## config.mk

```make
export PLATFORM = sky130hd
export DESIGN_NAME = mc_controller
export DESIGN_NICKNAME = d
export VERILOG_FILES = /design/src/rtl/mc_controller.sv
export SDC_FILE = /design/constraint.sdc
export NUM_CORES = 1
export LEC_CHECK = 0
export BUFFER_PORTS_ARGS = -buffer_cell sky130_fd_sc_hd__buf_2
export CAP_MARGIN = 40
export CORE_ASPECT_RATIO = 0.6
export CORE_MARGIN = 3
export CORE_UTILIZATION = 40
export DETAILED_ROUTE_END_ITERATION = 10
export GPL_TIMING_DRIVEN = 1
export MAX_ROUTING_LAYER = met4
export PLACE_DENSITY = 0.66
export SYNTH_ARGS = -nofsm -noshare
export SYNTH_HDL_FRONTEND = slang
export SYNTH_SLANG_ARGS = --single-unit
export TNS_END_PERCENT = 10
```

## constraint.sdc

```tcl
create_clock -name clk -period 5.3 [get_ports clk]
set_clock_uncertainty 0.1 [all_clocks]
set_input_delay 0.795 -clock clk [delete_from_list [all_inputs] [get_ports clk]]
set_output_delay 0.795 -clock clk [all_outputs]
set_load 0.005 [all_outputs]
```

## src/rtl/mc_controller.sv

```systemverilog
// Multi-cycle MIPS-subset control FSM (FETCH/DECODE/EXEC/MEM/WB/HALT) with a retired-instruction counter.
// Latency: 2-5 cycles per instruction; no backpressure, so ins must stay stable until the instruction retires.
module mc_controller #(
    parameter int CNT_W           = 32,
    parameter int HALT_ON_ILLEGAL = 0
) (
    input  logic             clk,
    input  logic             rst,
    input  logic [31:0]      ins,
    input  logic             alu_zero,
    output logic             ir_wr,
    output logic             pc_wr,
    output logic             npc_sel,
    output logic             is_jump,
    output logic             reg_wr,
    output logic             reg_dst,
    output logic             alu_src,
    output logic [1:0]       alu_op,
    output logic             ext_op,
    output logic             mem_wr,
    output logic             mem_to_reg,
    output logic             illegal,
    output logic             halted,
    output logic [CNT_W-1:0] retired
);

    typedef enum logic [2:0] {
        S_FETCH,
        S_DECODE,
        S_EXEC,
        S_MEM,
        S_WB,
        S_HALT
    } state_t;

    localparam logic [5:0] OP_RTYPE = 6'b000000;
    localparam logic [5:0] OP_J     = 6'b000010;
    localparam logic [5:0] OP_BEQ   = 6'b000100;
    localparam logic [5:0] OP_ORI   = 6'b001101;
    localparam logic [5:0] OP_LUI   = 6'b001111;
    localparam logic [5:0] OP_LW    = 6'b100011;
    localparam logic [5:0] OP_SW    = 6'b101011;
    localparam logic [5:0] FN_ADDU  = 6'b100001;
    localparam logic [5:0] FN_SUBU  = 6'b100011;

    localparam logic [CNT_W-1:0] CNT_ONE = {{(CNT_W-1){1'b0}}, 1'b1};

    state_t state, state_nxt;

    logic [5:0] opcode;
    logic [5:0] funct;
    logic is_r, is_subu, is_ori, is_lui, is_lw, is_sw, is_beq, is_j, is_legal;

    logic ir_wr_c, pc_wr_c, npc_sel_c, is_jump_c, reg_wr_c, reg_dst_c;
    logic alu_src_c, ext_op_c, mem_wr_c, mem_to_reg_c, illegal_set;
    logic [1:0] alu_op_c;

    // Branch resolution belongs to the NPC calculator; only the immediate/rs/rt fields pass through untouched.
    logic unused_inputs;
    assign unused_inputs = ^{ins[25:6], alu_zero};

    assign opcode   = ins[31:26];
    assign funct    = ins[5:0];
    assign is_r     = (opcode == OP_RTYPE) && ((funct == FN_ADDU) || (funct == FN_SUBU));
    assign is_subu  = (funct == FN_SUBU);
    assign is_ori   = (opcode == OP_ORI);
    assign is_lui   = (opcode == OP_LUI);
    assign is_lw    = (opcode == OP_LW);
    assign is_sw    = (opcode == OP_SW);
    assign is_beq   = (opcode == OP_BEQ);
    assign is_j     = (opcode == OP_J);
    assign is_legal = is_r | is_ori | is_lui | is_lw | is_sw | is_beq | is_j;

    always_ff @(posedge clk or posedge rst) begin
        if (rst) begin
            state   <= S_FETCH;
            illegal <= 1'b0;
            retired <= '0;
        end else begin
            state <= state_nxt;
            if (illegal_set) begin
                illegal <= 1'b1;
            end
            if (pc_wr_c) begin
                retired <= retired + CNT_ONE;
            end
        end
    end

    always_comb begin
        state_nxt    = state;
        ir_wr_c      = 1'b0;
        pc_wr_c      = 1'b0;
        npc_sel_c    = 1'b0;
        is_jump_c    = 1'b0;
        reg_wr_c     = 1'b0;
        reg_dst_c    = 1'b0;
        alu_src_c    = 1'b0;
        alu_op_c     = 2'b00;
        ext_op_c     = 1'b0;
        mem_wr_c     = 1'b0;
        mem_to_reg_c = 1'b0;
        illegal_set  = 1'b0;

        // ALU setup is held from EXEC through WB so the datapath result stays valid.
        if ((state == S_EXEC) || (state == S_MEM) || (state == S_WB)) begin
            if (is_r) begin
                alu_op_c = is_subu ? 2'b01 : 2'b00;
            end else if (is_ori) begin
                alu_src_c = 1'b1;
                alu_op_c  = 2'b10;
            end else if (is_lui) begin
                alu_src_c = 1'b1;
                alu_op_c  = 2'b11;
            end else if (is_lw || is_sw) begin
                alu_src_c = 1'b1;
                ext_op_c  = 1'b1;
            end else if (is_beq) begin
                alu_op_c = 2'b01;
            end
        end

        case (state)
            S_FETCH: begin
                ir_wr_c   = 1'b1;
                state_nxt = S_DECODE;
            end
            S_DECODE: begin
                if (is_j) begin
                    is_jump_c = 1'b1;
                    pc_wr_c   = 1'b1;
                    state_nxt = S_FETCH;
                end else if (!is_legal) begin
                    illegal_set = 1'b1;
                    if (HALT_ON_ILLEGAL != 0) begin
                        state_nxt = S_HALT;
                    end else begin
                        pc_wr_c   = 1'b1;
                        state_nxt = S_FETCH;
                    end
                end else begin
                    state_nxt = S_EXEC;
                end
            end
            S_EXEC: begin
                if (is_beq) begin
                    npc_sel_c = 1'b1;
                    pc_wr_c   = 1'b1;
                    state_nxt = S_FETCH;
                end else if (is_lw || is_sw) begin
                    state_nxt = S_MEM;
                end else begin
                    state_nxt = S_WB;
                end
            end
            S_MEM: begin
                if (is_sw) begin
                    mem_wr_c  = 1'b1;
                    pc_wr_c   = 1'b1;
                    state_nxt = S_FETCH;
                end else begin
                    state_nxt = S_WB;
                end
            end
            S_WB: begin
                reg_wr_c     = 1'b1;
                pc_wr_c      = 1'b1;
                reg_dst_c    = is_r;
                mem_to_reg_c = is_lw;
                state_nxt    = S_FETCH;
            end
            S_HALT: begin
                state_nxt = S_HALT;
            end
            default: begin
                state_nxt = S_FETCH;
            end
        endcase
    end

    // Combinational outputs are masked so nothing fires while reset is asserted.
    assign ir_wr      = ir_wr_c      & ~rst;
    assign pc_wr      = pc_wr_c      & ~rst;
    assign npc_sel    = npc_sel_c    & ~rst;
    assign is_jump    = is_jump_c    & ~rst;
    assign reg_wr     = reg_wr_c     & ~rst;
    assign reg_dst    = reg_dst_c    & ~rst;
    assign alu_src    = alu_src_c    & ~rst;
    assign alu_op     = rst ? 2'b00 : alu_op_c;
    assign ext_op     = ext_op_c     & ~rst;
    assign mem_wr     = mem_wr_c     & ~rst;
    assign mem_to_reg = mem_to_reg_c & ~rst;
    assign halted     = (state == S_HALT) & ~rst;

endmodule

```

### Word-level counts from Yosys, hierarchy flattened

Cells that the tools add are included.

* eq/ne operators: 13
* reductions and logical operators: 7
* add/sub/neg operators: 1
* bitwise logic cells: 18
* multiplexer cells: 38

Operators with widths (number)
* adder 32 x 1 -> 32 bit, second input constant: 1
* two-way mux 1 bit: 26
* == test 6 bit, second input constant: 4
* one-hot mux 3 bit (5 select lines): 1
* two-way mux 2 bit: 7
* == test 6 x 4 -> 1 bit, second input constant: 2
* AND 1 bit: 11
* two-way mux 3 bit: 3
* == test 3 x 2 -> 1 bit, second input constant: 2
* == test 3 bit, second input constant: 2
* == test 6 x 2 -> 1 bit, second input constant: 1
* == test 6 x 3 -> 1 bit, second input constant: 1
* logical NOT 6 bit: 1
* bitwise OR 1 bit: 6
* logical OR 1 bit: 4
* one-hot mux 1 bit (4 select lines): 1
* == test 3 x 1 -> 1 bit, second input constant: 1
* logical NOT 3 bit: 1
* logical AND 1 bit: 1
* inverter 1 bit: 1

* register bits after elaboration: 36
* output and inout port bits: 46
* bits of input ports: 35
* logic and storage cells: 80

### Depth between registers and ports, before layout

Gate-level depths: netlist of the first run.

* word-level depth: 13
* depth in mapped cells: 8
* mapped depth without buffers: 7

### Least setup slack after synthesis of the first run

OpenSTA, ideal clock, no wires.

* kind: input to output
* from: input port ins[26]
* to: output port pc_wr
* required time: 4.405 ns
* arrival time: 2.410 ns
* path slack: 1.995 ns
* stages: 7
* cell sequence: or4_1 > nor2_1 > and4b_1 > o21ba_2 > a31o_4 > clkbuf_8 > and2_2

* longest elaborated chain between the ends: 12
* elaborated cells between the ends (all ways): 20
* those cells by class: 6 x eq/ne; 5 x mux; 7 x bitwise; 2 x reduce/logical

Ends and longest elaborated chain
* start, declared: line 9 `input logic [31:0] ins,`
* logical NOT 6 bit: line 64 `assign is_r = (opcode == OP_RTYPE) && ((funct == FN_ADDU) || (funct == FN_SUBU));`
* logical AND 1 bit: line 64
* bitwise OR 1 bit (6 in series): line 72 `assign is_legal = is_r | is_ori | is_lui | is_lw | is_sw | is_beq | is_j;`
* two-way mux 1 bit: line 133 `end else if (!is_legal) begin`
* two-way mux 1 bit: line 129 `if (is_j) begin`
* one-hot mux 1 bit (4 select lines) *: line 123 `case (state)`
* AND 1 bit *: line 183 `assign pc_wr = pc_wr_c & ~rst;`
* end, declared: line 12 `output logic pc_wr,`

Mark *: on every way between the ends. The rest lies on a longest branch, timed or not.

### Worst setup path after layout of the first run

Same ends and word-level chain as after synthesis.

==> reports/qor.csv, run 1 <==
metric,value,unit
final_cell_count_no_fill,305,
drc,0,
crit_slowest_cell,or4_1,
clk_latency,0.28,ns
cts_max_path_buffers,2,
async_flop_share,1.00,
coreArea,0.00437,mm^2
synth_cell_type_count,45,
crit_type,in2out,
preCtsSetupSlack,1.69,ns
powerDensity,314,mW/mm^2
cpPeakStageDelay,0.52,ns
ys_ff_latch,36,
nNetsFinal,281,
fin_crit,3.63,ns
cts_hold_buf,0,
timing.final.crit_share,0.685,
synth_mux_area_frac,0.00585,
cts_htree_levels,2,
cts_resized,0,
placed_cells,298,
synthXorXnorAreaFrac,0.141,
antenna_left,0,
synth_area_per_cell,10.4,um^2
wl_per_cell,14.3,um
hold_class,reg2reg,
tightest_slew,0.574,ns
setup_viol,0,
worst_slack,1.67,ns
numPortBuffers,59,
syn_nets,221,
grt_pass1_vias,1456,
setup_tns,0,ns
finalHoldViolCount,0,
io_pins,81,
postCtsSetupRepairBufs,0,
clk_pin_slew,0.07,ns
cts-root-buf,clkbuf_8,
hpwlAfterDp,3.24,mm
ir_drop,0.204,mV
synth_compound_area_frac,0.0566,
cts_made_buffers,5,
overflow,0,
rsz0062_at_grt,no,
cts.sink_count,36,
syn_to_final_growth,20.7,%
n_antenna_cell,0,
synthAdderAreaFrac,0.00650,
antenna_found_initial,0,
synth_edf_count,0,
cp-start-kind,primary input,
ys_warn_count,0,
crit_arrival,2.74,ns
first_pass_iters,5,
path_cells,"buf_2, or4_1, nor2_1, and4b_1, o21ba_2, a31o_4, and2_2, buf_2",
status,"finished, final reports clean",
die_h,59.7,um
die_w,95.5,um
drtIter0Drc,86,
critPathCaptureType,output port,
synthesis.area,0.00192,mm^2
initial_utilization,0.440,
p_leak,1.11,nW
rows,18,
wl,4.37,mm
grt_use_total,0.167,
grt_pass1_wl,7.09,mm
place_congestion,0.825,
drv_cap,0,
crit_path_max_fanout,33,
synth_flop_cell,dfrtp_1,
syn_inst,185,
dr_total_vias,1630,
totalPowerFinal,729,uW
yosys.area_share.simple,0.291,
drive_above_1_share,0.314,
drv_slew,0,
cp_common_cell,buf_2,
seq_area_frac_synth,0.468,
cts_tree,yes,
die_area,0.00571,mm^2
hold_ws,0.363,ns
max_slew_margin,0.614,
synth_top_family_by_area,simple AND/OR/NAND/NOR gates,
grt_max_degree,34,
crit_required,4.41,ns
viasPerCell,5.34,
fmax,0.275,GHz
## critical path: cells and delay by family
family / cells / cell delay [ns]
AND/OR/NAND/NOR: 4 / 1.11
buffers and inverters: 2 / 0.26
AO/OA/AOI/OAI: 2 / 0.56
## metrics by stage
step	cell area [um^2]	utilization
final	2320	0.532
after global routing	2320	0.532
after CTS	2320	0.532
after detailed placement	2250	0.514
after global placement	2250	0.514
after floorplan	1920	-
## final cells by class
cell class                 count  area, um^2
timing repair buffer          60         303
fill                         401        2050
clock buffer                   6        72.6
multi-input combinational    141         963
sequential                    36         901
inverter                       1        3.75
clock inverter                 1        5.00
tap                           60        75.1
## layer usage
layer	global-route usage	vias up	routed length, um
met3	0.0491	2	308
met2	0.219	54	1770
met5	-	-	0
met4	0.0304	0	16
met1	0.253	778	2280
li1	-	796	-
## cell families after synthesis
| family | count (synthesis) |
|---|---|
| multiplexers | 1 |
| flip-flops | 36 |
| adder cells (fa/ha/maj) | 1 |
| XOR/XNOR | 31 |
| AO/OA/AOI/OAI | 14 |
| buffers and inverters | 8 |
| AND/OR/NAND/NOR | 94 |
## synth_stat cells (2+ instances only)
library cell	count	area (um^2)
a21oi_1	3	15.0
and2_2	2	15.0
and3_1	13	81.3
and4_1	3	26.3
buf_6	2	22.5
dfrtp_1	36	901
nand2_1	12	45.0
nand2b_1	3	18.8
nand3_1	12	60.1
nand3_2	2	20.0
nand3b_1	4	30.0
nand4_1	16	100
nor2_1	8	30.0
nor3_1	3	15.0
nor3b_1	2	15.0
nor4_1	5	31.3
o21ai_0	2	10.0
xnor2_1	30	263
## state kept, by name, summed over array words and instances, names as in the netlist
name	cells
illegal	1
state	3
retired	32
## placed cells by master (no fill, tap or decap), types with 2 or more instances in the layout
master	synthesis	final
a21oi_1	3	3
buf_2	1	59
and3_1	13	13
o21ai_0	2	2
and4_1	3	3
nand2b_1	3	3
nor2_1	8	8
nand3b_1	4	4
dfrtp_1	36	36
nand3_2	2	2
nor3b_1	2	2
nor3_1	3	3
nand2_1	12	12
nor4_1	5	5
nand4_1	16	16
and2_2	2	2
xnor2_1	30	30
clkbuf_8	1	5
nand3_1	12	12
## where the power goes
| group | internal (mW) | leakage [nW] | switching, mW |
|---|---|---|---|
| clock | 0.0893 | 0.0410 | 0.0915 |
| sequential | 0.304 | 0.484 | 0.0518 |
| combinational | 0.0790 | 0.585 | 0.113 |
## worst paths after layout
kind / end / cells past startpoint / slack, ns / start
min in group asynchronous: retired[10]$_DFFE_PP0P_ / 2 / 0.38 / rst
max reg2reg: retired[27]$_DFFE_PP0P_ / 7 / 2.79 / retired[4]$_DFFE_PP0P_
max in group asynchronous: retired[14]$_DFFE_PP0P_ / 3 / 4.03 / rst
min reg2reg: illegal$_DFFE_PP0P_ / 1 / 0.36 / illegal$_DFFE_PP0P_
min: illegal$_DFFE_PP0P_ / 1 / 0.36 / illegal$_DFFE_PP0P_
max: pc_wr / 8 / 1.67 / ins[26]
Note: power is estimated with default switching activity, not from simulation.
==> run 2: changes to the inputs <==
clock period = 3.7 ns   (was 5.3 ns; I/O delays follow)
==> reports/qor.csv, run 2 (synthesis results as in run 1) <==
metric,value,unit,change
crit_type,in2out,,
ir_drop,0.290,mV,+42%
fmax,0.315,GHz,
setup_tns,0,ns,unchanged
initial_utilization,0.440,,unchanged
grt_use_total,0.172,,+0.00577
numPortBuffers,59,,unchanged
tightest_slew,0.647,ns,+0.0730 ns
final_area,0.00234,mm^2,+0.54%
fillers,400,,-0.25%
dpl_cell_area,0.00225,mm^2,unchanged
largest_registers,"retired x32, state x3, illegal x1",,
postCtsSetupRepairBufs,0,,unchanged
nNetsFinal,281,,unchanged
finalHoldViolCount,0,,unchanged
largest_reg_flops,32,,unchanged
coreArea,0.00437,mm^2,unchanged
cts-root-buf,clkbuf_8,,
mostFrequentLayoutCells,"buf_2, dfrtp_1, xnor2_1, nand4_1, and3_1",,
cts_tree,yes,,
drc,0,,unchanged
hold_ws,0.0928,ns,-0.271 ns
first_pass_iters,5,,unchanged
drv_cap,0,,unchanged
die_h,59.7,um,unchanged
clk_latency,0.28,ns,about the same
crit_arrival,2.52,ns,-0.22 ns
drv_slew,0,,unchanged
mostFrequentLayoutCell,buf_2,,
cts_htree_levels,2,,unchanged
io_pins,81,,unchanged
cts_max_path_buffers,2,,unchanged
dr_total_vias,1622,,-0.49%
fin_crit,3.17,ns,
wl_per_cell,14.4,um,+0.74%
viasPerCell,5.30,,-0.82%
use_met3,0.0553,,+0.00629
grt_max_degree,36,,+5.9%
die_area,0.00571,mm^2,unchanged
timing.final.crit_share,0.858,,
setup_viol,0,,unchanged
reg2reg_depth,7,,unchanged
status,"finished, final reports clean",,
n_antenna_cell,0,,unchanged
drive_above_1_share,0.313,,-0.00128
rsz0062_at_grt,no,,
max_slew_margin,0.564,,-0.0491
hold_class,in2async,,
critPathCaptureType,output port,,
cp-start-kind,primary input,,
placed_cells,298,,unchanged
final_cell_count_no_fill,306,,+0.33%
wl,4.42,mm,+1.1%
antenna_left,0,,unchanged
grt_pass1_wl,7.27,mm,+2.5%
antenna_found_initial,0,,unchanged
syn_to_final_growth,21.4,%,
clk_pin_slew,0.06,ns,about the same
rows,18,,unchanged
place_congestion,0.853,,+3.4%
crit_path_max_fanout,33,,unchanged
use_met2,0.232,,+0.0128
grt.busiest_layer,met1,,
die_w,95.5,um,unchanged
regMostFlops,retired,,
overflow,0,,unchanged
cts_resized,0,,unchanged
hpwlAfterDp,3.22,mm,-0.71%
powerDensity,457,mW/mm^2,+46%
grt_use_met1,0.254,,+0.00179
cts_hold_buf,0,,unchanged
cts.sink_count,36,,unchanged
crit_required,3.04,ns,-1.37 ns
drtIter0Drc,92,,+7.0%
cts_made_buffers,5,,unchanged
p_leak,1.11,nW,+0.40%
grt_pass1_vias,1502,,+3.2%
-- run 2: cell types whose count changed in the layout (fill, tap and decap cells not counted), sizes merged --
cell | previous run | this run
clkinv | 1 | 0
clkbuf | 6 | 8
-- run 2: metrics by stage --
| stage | setup slack, ns | power, mW | util |
|---|---|---|---|
| after floorplan | 0.875 | 0.735 | - |
| after global placement | 0.522 | 0.791 | 0.514 |
| after detailed placement | 0.540 | 0.796 | 0.514 |
| after CTS | 0.532 | 1.08 | 0.535 |
| after global routing | 0.403 | 1.15 | 0.535 |
| final | 0.527 | 1.07 | 0.535 |
-- run 2: final cells by class --
cell class                      instances  area (um^2)  share of cell area
Tap cell                               60         75.1              0.0321
Timing Repair Buffer                   60          303               0.130
Multi-Input combinational cell        141          963               0.412
Clock buffer                            8         90.1              0.0386
Inverter                                1         3.75             0.00161
Sequential cell                        36          901               0.386
-- run 2: final timing paths --
kind                                              from                 endpoint  slack (ns)
worst max-delay path                           ins[26]                    pc_wr        0.53
worst min-delay path                               rst       state[1]$_DFF_PP0_        0.09
worst max register to register  retired[4]$_DFFE_PP0P_  retired[27]$_DFFE_PP0P_        1.11
worst min register to register     illegal$_DFFE_PP0P_      illegal$_DFFE_PP0P_        0.36
max in group asynchronous                          rst   retired[2]$_DFFE_PP0P_        2.74
min in group clk                   illegal$_DFFE_PP0P_      illegal$_DFFE_PP0P_        0.36
-- run 2: critical path: stages --
cell,delay [ns]
buf_2,0.14
or4_1,0.52
nor2_1,0.13
and4b_1,0.24
o21ba_2,0.19
a31o_4,0.37
and2_2,0.24
buf_2,0.14
-- run 2: per-layer routing --
metal	part of all wire	up-vias
li1	-	799
met1	0.52	774
met2	0.41	47
met3	0.066	2
met4	0.0038	0
met5	0	-
-- run 2: report_power, final --
| group | internal, mW | total [mW] | leakage (nW) | switching, mW |
|---|---|---|---|---|
| sequential | 0.436 | 0.508 | 0.484 | 0.0717 |
| clock | 0.152 | 0.283 | 0.0455 | 0.131 |
| combinational | 0.114 | 0.277 | 0.585 | 0.163 |
| total | 0.702 | 1.07 | 1.11 | 0.365 |
